$ cat config.mk
export PLATFORM = sky130hd
export DESIGN_NAME = ysyx_041461_booth_mul_seq_flat
export DESIGN_NICKNAME = d
export VERILOG_FILES = /design/src/rtl/ysyx_041461_booth_mul_seq_if.sv /design/src/rtl/ysyx_041461_booth_mul_seq.sv /design/src/flat_wrapper.sv
export SDC_FILE = /design/constraint.sdc
export NUM_CORES = 2
export LEC_CHECK = 0
export CORE_UTILIZATION = 40
export DETAILED_ROUTE_END_ITERATION = 8
export SYNTH_ARGS = -nofsm -noshare
export SYNTH_HDL_FRONTEND = slang
export SYNTH_SLANG_ARGS = --single-unit
$ cat constraint.sdc
create_clock -name clk -period 7.8 [get_ports clk]
set_input_delay 1.56 -clock clk [delete_from_list [all_inputs] [get_ports clk]]
set_output_delay 1.56 -clock clk [all_outputs]
set_load 0.03 [all_outputs]
$ cat src/rtl/ysyx_041461_booth_mul_seq_if.sv
// Handshake bundle for the iterative radix-4 Booth multiplier.
// master = requester/consumer side, slave = the multiplier itself.
interface ysyx_041461_booth_mul_seq_if #(
  parameter int W = 64
);
  logic           in_valid;
  logic           in_ready;
  logic [W-1:0]   in_a;
  logic [W-1:0]   in_b;
  logic           in_a_signed;
  logic           in_b_signed;
  logic           flush;
  logic           out_valid;
  logic           out_ready;
  logic [2*W-1:0] out_p;

  modport master (
    output in_valid, in_a, in_b, in_a_signed, in_b_signed, flush, out_ready,
    input  in_ready, out_valid, out_p
  );

  modport slave (
    input  in_valid, in_a, in_b, in_a_signed, in_b_signed, flush, out_ready,
    output in_ready, out_valid, out_p
  );
endinterface

$ cat src/rtl/ysyx_041461_booth_mul_seq.sv
// Iterative radix-4 Booth multiplier, one recoded digit per CALC cycle, 2*W-bit product.
// Optional early exit on an exhausted multiplier: define YSYX_041461_BOOTH_EARLY_OUT_EN.
module ysyx_041461_booth_mul_seq #(
  parameter int W = 64
) (
  input  logic                         clk,
  input  logic                         rst_n,
  ysyx_041461_booth_mul_seq_if.slave   bus
);
  localparam int CW = $clog2(W/2 + 1);

  typedef enum logic [1:0] {IDLE, CALC, DONE} state_t;

  state_t         state;
  logic [2*W-1:0] mcand;
  logic [2*W-1:0] acc;
  logic [2*W-1:0] out_p_q;
  logic [W+2:0]   mplier;
  logic [CW-1:0]  cnt;
  logic           in_ready_q;
  logic           out_valid_q;

  logic           neg;
  logic           dbl;
  logic           nz;
  logic [2*W-1:0] pp;
  logic [2*W-1:0] pp_sh;
  logic [2*W-1:0] acc_next;
  logic           last;
  logic           early;
  logic [2*W-1:0] a_ext;
  logic [1:0]     ext2;

  // Booth recoding of the current window {y_add, y, y_sub}.
  always_comb begin
    // NOTE: every always_comb output gets a default first so no path can infer a latch.
    neg = 1'b0;
    dbl = 1'b0;
    nz  = 1'b1;
    unique case (mplier[2:0])
      3'b000, 3'b111: nz = 1'b0;
      3'b001, 3'b010: ;
      3'b011:         dbl = 1'b1;
      3'b100:         begin dbl = 1'b1; neg = 1'b1; end
      3'b101, 3'b110: neg = 1'b1;
      default:        nz = 1'b0;
    endcase
  end

  // Negation as ~pp + 1 with the carry folded into the same adder.
  assign pp       = !nz ? '0 : (dbl ? (mcand << 1) : mcand);
  assign pp_sh    = pp << {cnt, 1'b0};
  assign acc_next = acc + (pp_sh ^ {(2*W){neg}}) + {{(2*W-1){1'b0}}, neg};
  assign last     = (cnt == CW'(W/2));

`ifdef YSYX_041461_BOOTH_EARLY_OUT_EN
  // Remaining windows are all 000 or 111 once the surviving bits are uniform.
  assign early = (&mplier[W+2:2]) | ~(|mplier[W+2:2]);
`else
  assign early = 1'b0;
`endif

  assign a_ext = bus.in_a_signed ? {{W{bus.in_a[W-1]}}, bus.in_a} : {{W{1'b0}}, bus.in_a};
  assign ext2  = bus.in_b_signed ? {2{bus.in_b[W-1]}} : 2'b00;

  always_ff @(posedge clk or negedge rst_n) begin
    if (!rst_n) begin
      state       <= IDLE;
      mcand       <= '0;
      acc         <= '0;
      out_p_q     <= '0;
      mplier      <= '0;
      cnt         <= '0;
      in_ready_q  <= 1'b1;
      out_valid_q <= 1'b0;
    end else if (bus.flush) begin
      // NOTE: state registers use non-blocking assignments so every flop samples pre-edge values.
      state       <= IDLE;
      out_p_q     <= '0;
      in_ready_q  <= 1'b1;
      out_valid_q <= 1'b0;
    end else begin
      unique case (state)
        IDLE: begin
          if (bus.in_valid) begin
            mcand      <= a_ext;
            mplier     <= {ext2, bus.in_b, 1'b0};
            acc        <= '0;
            cnt        <= '0;
            state      <= CALC;
            in_ready_q <= 1'b0;
          end
        end
        CALC: begin
          acc    <= acc_next;
          mplier <= {{2{mplier[W+2]}}, mplier[W+2:2]};
          cnt    <= cnt + CW'(1);
          if (last || early) begin
            state       <= DONE;
            out_p_q     <= acc_next;
            out_valid_q <= 1'b1;
          end
        end
        DONE: begin
          // Handoff returns to IDLE; the next accept can only happen a cycle later.
          if (bus.out_ready) begin
            state       <= IDLE;
            out_valid_q <= 1'b0;
            in_ready_q  <= 1'b1;
          end
        end
        default: begin
          state       <= IDLE;
          in_ready_q  <= 1'b1;
          out_valid_q <= 1'b0;
        end
      endcase
    end
  end

  assign bus.in_ready  = in_ready_q;
  assign bus.out_valid = out_valid_q;
  assign bus.out_p     = out_p_q;
endmodule

$ cat src/flat_wrapper.sv
// flat-port wrapper written by rule: the top's interface ports become plain ports
module ysyx_041461_booth_mul_seq_flat 
#(
  parameter int W = 64
)
  (clk, rst_n, bus_in_valid, bus_in_a, bus_in_b, bus_in_a_signed, bus_in_b_signed, bus_flush, bus_out_ready, bus_in_ready, bus_out_valid, bus_out_p);
  ysyx_041461_booth_mul_seq_if #(.W(W)) bus_i ();
  input  logic clk;
  input  logic rst_n;
  input wire logic [$bits(bus_i.in_valid)-1:0] bus_in_valid;
  input wire logic [$bits(bus_i.in_a)-1:0] bus_in_a;
  input wire logic [$bits(bus_i.in_b)-1:0] bus_in_b;
  input wire logic [$bits(bus_i.in_a_signed)-1:0] bus_in_a_signed;
  input wire logic [$bits(bus_i.in_b_signed)-1:0] bus_in_b_signed;
  input wire logic [$bits(bus_i.flush)-1:0] bus_flush;
  input wire logic [$bits(bus_i.out_ready)-1:0] bus_out_ready;
  output wire logic [$bits(bus_i.in_ready)-1:0] bus_in_ready;
  output wire logic [$bits(bus_i.out_valid)-1:0] bus_out_valid;
  output wire logic [$bits(bus_i.out_p)-1:0] bus_out_p;
  assign bus_i.in_valid = bus_in_valid;
  assign bus_i.in_a = bus_in_a;
  assign bus_i.in_b = bus_in_b;
  assign bus_i.in_a_signed = bus_in_a_signed;
  assign bus_i.in_b_signed = bus_in_b_signed;
  assign bus_i.flush = bus_flush;
  assign bus_i.out_ready = bus_out_ready;
  assign bus_in_ready = bus_i.in_ready;
  assign bus_out_valid = bus_i.out_valid;
  assign bus_out_p = bus_i.out_p;
  ysyx_041461_booth_mul_seq #(.W(W)) u_core (.clk(clk), .rst_n(rst_n), .bus(bus_i));
endmodule
# Word level (Yosys, flattened, before mapping)
# Cells that the tools add are included.
# word_totals
regBits	461
in_bits	135
output_inout_bits	130
# op_classes
add_sub_neg	3
n_eq_ne	14
shifts	1
n_mux	28
bitwise_logic	3
reduce_logical	15
# ops
cell	n
2-to-1 mux 128 bit	7
one-hot mux 128 bit (2 select lines)	1
one-hot mux 67 bit (2 select lines)	1
adder 128 x 1 -> 128 bit	1
adder 128 bit	1
<< shifter 128 x 7 -> 128 bit	1
bitwise XOR 128 bit	1
2-to-1 mux 67 bit	1
AND reduction 3 bit	5
equality test 3 bit, second input constant	4
one-hot mux 6 bit (2 select lines)	1
2-to-1 mux 2 bit	5
2-to-1 mux 1 bit	8
adder 6 x 1 -> 6 bit, second input constant	1
equality test 6 bit, second input constant	1
2-to-1 mux 6 bit	1
inequality test 2 bit, second input constant	3
inequality test 3 bit, second input constant	2
one-hot mux 1 bit (3 select lines)	2
one-hot mux 2 bit (3 select lines)	1
nonzero test 2 bit	3
AND reduction 4 bit	1
OR reduction 2 bit	2
equality test 3 x 2 -> 1 bit, second input constant	1
8 further kinds	9

# Depth between registers and ports, before layout
# depth
word_depth	12
ltp_mapped	29
depth_no_buf	25

# Least setup slack after synthesis
# No wires, ideal clock.
# synth_path
kind	register to register
start	reg u_core.mplier[0]
end	reg u_core.acc[123]
setup_ns	0.124
arrival_time_ns	5.871
t_required_ns	7.676
setup_slack_ns	1.805
stages_incl_launch_ff	25
path_cell_list	dfrtp_1 > clkbuf_1 > inv_1 > clkbuf_1 > clkbuf_1 > o21ai_0 > mux4_2 > mux2_2 > or2_2 > o21a_1 > nor2_1 > xor2_1 > ha_1 > clkbuf_1 > nand4_1 > nor4_1 > nand2_1 > or4_1 > nor2_1 > nor2_1 > o41ai_4 > o22ai_2 > o41ai_4 > nor2_1 > a211o_1
# synth_via
elab_chain_len	10
word_cells_on_any_way	18
# synth_rtl
element	line_no	rtl
start: declaration	ysyx_041461_booth_mul_seq.sv:18	logic [W+2:0] mplier;
start signal: assignment	ysyx_041461_booth_mul_seq.sv:87	mplier <= {ext2, bus.in_b, 1'b0};
start signal: assignment	ysyx_041461_booth_mul_seq.sv:96	mplier <= {{2{mplier[W+2]}}, mplier[W+2:2]};
equality test 3 x 2 -> 1 bit or equality test 3 bit (tied branches)	ysyx_041461_booth_mul_seq.sv:40	unique case (mplier[2:0])
OR reduction 2 bit (no line)	-	
2-to-1 mux 1 bit	ysyx_041461_booth_mul_seq.sv:40	
2-to-1 mux 128 bit (2 in a row)	ysyx_041461_booth_mul_seq.sv:51	assign pp = !nz ? '0 : (dbl ? (mcand << 1) : mcand);
<< shifter 128 x 7 -> 128 bit	ysyx_041461_booth_mul_seq.sv:52	assign pp_sh = pp << {cnt, 1'b0};
bitwise XOR 128 bit	ysyx_041461_booth_mul_seq.sv:53	assign acc_next = acc + (pp_sh ^ {(2*W){neg}}) + {{(2*W-1){1'b0}}, neg};
adder 128 bit	ysyx_041461_booth_mul_seq.sv:53	
adder 128 x 1 -> 128 bit (*)	ysyx_041461_booth_mul_seq.sv:53	
one-hot mux 128 bit (2 select lines) (*)	ysyx_041461_booth_mul_seq.sv:83	unique case (state)
end signal: assignment	ysyx_041461_booth_mul_seq.sv:95	acc <= acc_next;
end: declaration	ysyx_041461_booth_mul_seq.sv:16	logic [2*W-1:0] acc;
# Every way passes the cells marked *; elsewhere a longest branch is shown, timed or not.
# A chain may end at the register's enable or synchronous reset.

# Final worst setup path
# layout_path
start	reg u_core.mplier[2]
end	reg u_core.acc[127]
# The elaborated chain is that of the path after synthesis.

==> impl_metrics.sql <==
INSERT INTO impl_metrics (metric_group, metric, value, unit) VALUES
('clock_tree', 'clk-insertion-delay-late', '630', 'ps'),
('floorplanning', 'die_h', '280.5', 'um'),
('logic_synthesis', 'synth.cell_area', '0.03101', 'mm^2'),
('place', 'post-dp-hpwl', '86.26', 'mm'),
('logic_synthesis', 'postSynth.asyncResetShare', '100.0', '%'),
('cells_and_area', 'layout_commonest_cell', 'sky130_fd_sc_hd__nand2_1', ''),
('detailed_routing', 'drt_first_iter_violations', '2760', ''),
('timing', 'rsz0062_at_grt', 'no', ''),
('global_routing', 'global_route.usage.total', '27.86', '%'),
('cells_and_area', 'fraction_of_layout_cells_with_a_size_suffix_above_1', '8.608', '%'),
('global_routing', 'grt_overflow_total', '0', ''),
('timing', 'share_of_the_clock_period_used_by_the_worst_path_after_layout', '93.50', '%'),
('setup_path', 'worstPathRequired', '8270', 'ps'),
('place', 'dpl_cell_area', '0.03481', 'mm^2'),
('setup_path', 'crit_arrival', '7760', 'ps'),
('logic_synthesis', 'post_synth_net_total', '3921', ''),
('cells_and_area', 'stdcell_area', '0.03651', 'mm^2'),
('clock_tree', 'tritoncts', 'done', ''),
('setup_path', 'setup.worst_path.start_class', 'register', ''),
('setup_path', 'worstSetupEndpointType', 'register', ''),
('detailed_routing', 'routed_via_density', '5.970', ''),
('detailed_routing', 'm1WireLength', '50.97', 'mm'),
('detailed_routing', 'drt-wirelength-per-cell', '23.01', 'um'),
('place', 'place_congestion', '1.033', ''),
('logic_synthesis', 'ys_ff_latch', '398', ''),
('power_and_ir_drop', 'power_density', '456.8', 'mW/mm^2'),
('logic_synthesis', 'ys_warn_count', '0', ''),
('timing', 'slew-limit-headroom', '30.39', '%'),
('logic_synthesis', 'yosys.area.top_type', 'sky130_fd_sc_hd__dfrtp_1', ''),
('global_routing', 'global_route_wire_length_before_repair', '169.7', 'mm'),
('power_and_ir_drop', 'power.sequential.fraction', '17.0', '%'),
('logic_synthesis', 'synth_top_cells_by_area', 'sky130_fd_sc_hd__dfrtp_1, sky130_fd_sc_hd__a22o_1, sky130_fd_sc_hd__mux2i_1, sky130_fd_sc_hd__ha_1, sky130_fd_sc_hd__a21oi_1', ''),
('timing', 'whs', '497.5', 'ps'),
('status', 'outcome', 'finished, final reports clean', ''),
('power_and_ir_drop', 'power.leakage', '0.01641', 'uW'),
('setup_path', 'worst-setup-path-type', 'reg2reg', ''),
('clock_tree', 'h-tree-depth', '2', ''),
('detailed_routing', 'firstDrtPassIters', '6', ''),
('logic_synthesis', 'ys_dominant_reg_cell', 'sky130_fd_sc_hd__dfrtp_1', ''),
('clock_tree', 'clkSinkCount', '398', ''),
('cells_and_area', 'fillerInstances', '7482', ''),
('cells_and_area', 'antennaDiodeCount', '0', ''),
('detailed_routing', 'met2_wirelength', '49.34', 'mm'),
('place', 'place.port_buffers', '264', ''),
('logic_synthesis', 'syn_inst', '3655', ''),
('power_and_ir_drop', 'p_total', '16680', 'uW'),
('timing', 'transition_time_at_the_pin_with_the_least_slew_margin', '1038', 'ps'),
('clock_tree', 'clk_pin_slew', '60', 'ps'),
('logic_synthesis', 'postSynthAreaPerCell', '8.486', 'um^2'),
('detailed_routing', 'wl', '111.7', 'mm'),
('timing', 'fmax', '0.1371', 'GHz'),
('setup_path', 'maximum_fanout_encountered_on_the_critical_timing_path', '15', ''),
('detailed_routing', 'detailroute.via_count', '28970', ''),
('power_and_ir_drop', 'pwr-share-clk', '14.6', '%'),
('logic_synthesis', 'yosys.cell_types.count', '77', ''),
('min_path', 'class_of_the_tightest_hold_or_removal_check', 'reg2reg', ''),
('cells_and_area', 'layout.cells.most_common_list', 'sky130_fd_sc_hd__nand2_1, sky130_fd_sc_hd__dfrtp_1, sky130_fd_sc_hd__nor2_1', ''),
('clock_tree', 'ctsLongestPathBuffers', '3', ''),
('detailed_routing', 'detail-route-antenna-nets', '0', ''),
('cells_and_area', 'flow.area_growth_from_synthesis', '17.72', '%'),
('clock_tree', 'cts_root_buf', 'sky130_fd_sc_hd__clkbuf_16', ''),
('global_routing', 'first_global_vias', '27300', ''),
('cells_and_area', 'final_nets', '4053', ''),
('timing', 'slew_viol_final', '0', ''),
('timing', 'timing.setup.tns', '0', 'ps'),
('global_routing', 'grt_antenna_before_repair', '2', ''),
('job', 'max-cap-violations', '0', ''),
('detailed_routing', 'remaining_drc_errors', '0', ''),
('floorplanning', 'fp.coreArea', '0.07633', 'mm^2'),
('power_and_ir_drop', 'net_switching_power', '8729', 'uW'),
('timing', 'final_worst_path_period_need', '7293', 'ps');
[stage by stage]
stage                     setup slack (ps)  utilization [%]  std cells
final                                507.1            47.83       4852
after global routing                 158.6            47.83       4852
after CTS                            497.8            47.83       4852
after detailed placement             505.2            45.61       4769
after global placement               508.1            45.61       4769
after floorplan                       1805                -       3655
[synth_stat cells (20+ instances only)]
| cell type | instances |
|---|---|
| sky130_fd_sc_hd__nand2_1 | 417 |
| sky130_fd_sc_hd__dfrtp_1 | 397 |
| sky130_fd_sc_hd__nor2_1 | 326 |
| sky130_fd_sc_hd__a21oi_1 | 322 |
| sky130_fd_sc_hd__a22o_1 | 244 |
| sky130_fd_sc_hd__clkbuf_1 | 230 |
| sky130_fd_sc_hd__o21ai_0 | 204 |
| sky130_fd_sc_hd__mux2i_1 | 187 |
| sky130_fd_sc_hd__xnor2_1 | 146 |
| sky130_fd_sc_hd__ha_1 | 130 |
| sky130_fd_sc_hd__xor2_1 | 112 |
| sky130_fd_sc_hd__mux2_2 | 88 |
| sky130_fd_sc_hd__a31oi_1 | 85 |
| sky130_fd_sc_hd__a221o_1 | 74 |
| sky130_fd_sc_hd__inv_1 | 59 |
| sky130_fd_sc_hd__nand4_1 | 55 |
| sky130_fd_sc_hd__nand3_1 | 52 |
| sky130_fd_sc_hd__a21o_1 | 50 |
| sky130_fd_sc_hd__buf_1 | 48 |
| sky130_fd_sc_hd__nor3_1 | 39 |
| sky130_fd_sc_hd__o21bai_1 | 38 |
| sky130_fd_sc_hd__a211oi_1 | 32 |
| sky130_fd_sc_hd__nand2b_1 | 28 |
| sky130_fd_sc_hd__a221oi_1 | 27 |
| sky130_fd_sc_hd__o22ai_1 | 26 |
| sky130_fd_sc_hd__and2_1 | 20 |
| sky130_fd_sc_hd__o21a_1 | 20 |
[cell families after synthesis]
logic type,after synthesis,share of synthesized area [%]
buffers and inverters,345,4.196
xor gates and xnor gates,259,7.338
DFF,398,32.12
and+or+nand+nor,1016,14.35
muxes,281,9.642
AOI/OAI and AO/OA,1225,27.05
adders and majority gates,131,5.309
[critical path: stages, from the launching register on]
cell,delay (ps)
sky130_fd_sc_hd__dfrtp_1,530
sky130_fd_sc_hd__or3_1,440
sky130_fd_sc_hd__nand2_1,380
sky130_fd_sc_hd__buf_4,260
sky130_fd_sc_hd__a21oi_1,80
sky130_fd_sc_hd__mux2i_1,240
sky130_fd_sc_hd__nand2_1,90
sky130_fd_sc_hd__nand2_1,120
sky130_fd_sc_hd__nor2_1,50
sky130_fd_sc_hd__a21oi_1,440
sky130_fd_sc_hd__mux2_2,310
sky130_fd_sc_hd__nor2_1,60
sky130_fd_sc_hd__xor2_1,230
sky130_fd_sc_hd__ha_1,350
sky130_fd_sc_hd__a21oi_1,250
sky130_fd_sc_hd__o21bai_1,90
sky130_fd_sc_hd__a21oi_1,170
sky130_fd_sc_hd__o21ai_0,110
sky130_fd_sc_hd__a211oi_1,860
sky130_fd_sc_hd__o21ai_0,490
sky130_fd_sc_hd__a21oi_1,440
sky130_fd_sc_hd__o21ai_0,260
sky130_fd_sc_hd__nor4b_1,200
sky130_fd_sc_hd__buf_4,150
sky130_fd_sc_hd__a31oi_1,250
sky130_fd_sc_hd__xnor2_1,160
sky130_fd_sc_hd__o21ai_0,90
[power by group through the flow]
stage | Clock, uW | Sequential, uW | Combinational [uW]
floorplan | 0 | 2710 | 7740
global placement | 0 | 2870 | 11200
detailed placement | 0 | 2860 | 11200
CTS | 2490 | 2830 | 11200
global route | 2580 | 2890 | 12300
finish | 2430 | 2840 | 11400
[per-layer routing]
layer,vias to the layer above,GRT usage [%]
li1,13750,-
met1,14010,39.64
met2,1014,42.74
met3,191,3.656
met4,4,10.56
met5,-,0
[sequential cells by signal, summed over array words and instances (netlist names)]
name	flops
u_core.bus.in_ready	1
u_core.bus.out_valid	1
u_core.state	2
u_core.bus.out_p	128
u_core.acc	128
u_core.cnt	6
u_core.mcand	65
u_core.mplier	67
[final timing paths]
kind / cells after the start / startpoint / to / slack [ps]
setup reg to reg: 26 / u_core.mplier[2] / u_core.acc[127] / 510
hold reg to reg: 2 / u_core.bus.out_p[74] / u_core.bus.out_p[74] / 500
min in group asynchronous: 1 / rst_n / u_core.bus.out_p[40] / 960
setup / recovery: 26 / u_core.mplier[2] / u_core.acc[127] / 510
max in group asynchronous: 2 / rst_n / u_core.cnt[5] / 5300
hold / removal: 2 / u_core.bus.out_p[74] / u_core.bus.out_p[74] / 500
[what timing repair did]
| action | CTS | global route |
|---|---|---|
| hold endpoints to repair | 0 | 0 |
| gates resized for setup | 0 | 1 |
| setup endpoints to repair | 0 | 2 |
[final cells by class]
cell class                 count  area [um^2]  area share, %
inverter                      62        232.7         0.6374
multi-input combinational   2912        19830          54.30
clock inverter                22        390.4          1.069
sequential                   398         9970          27.31
clock buffer                  61         1308          3.581
timing repair buffer         367         3496          9.575
tap                         1030         1289          3.530
(Power assumes the default switching activity.)
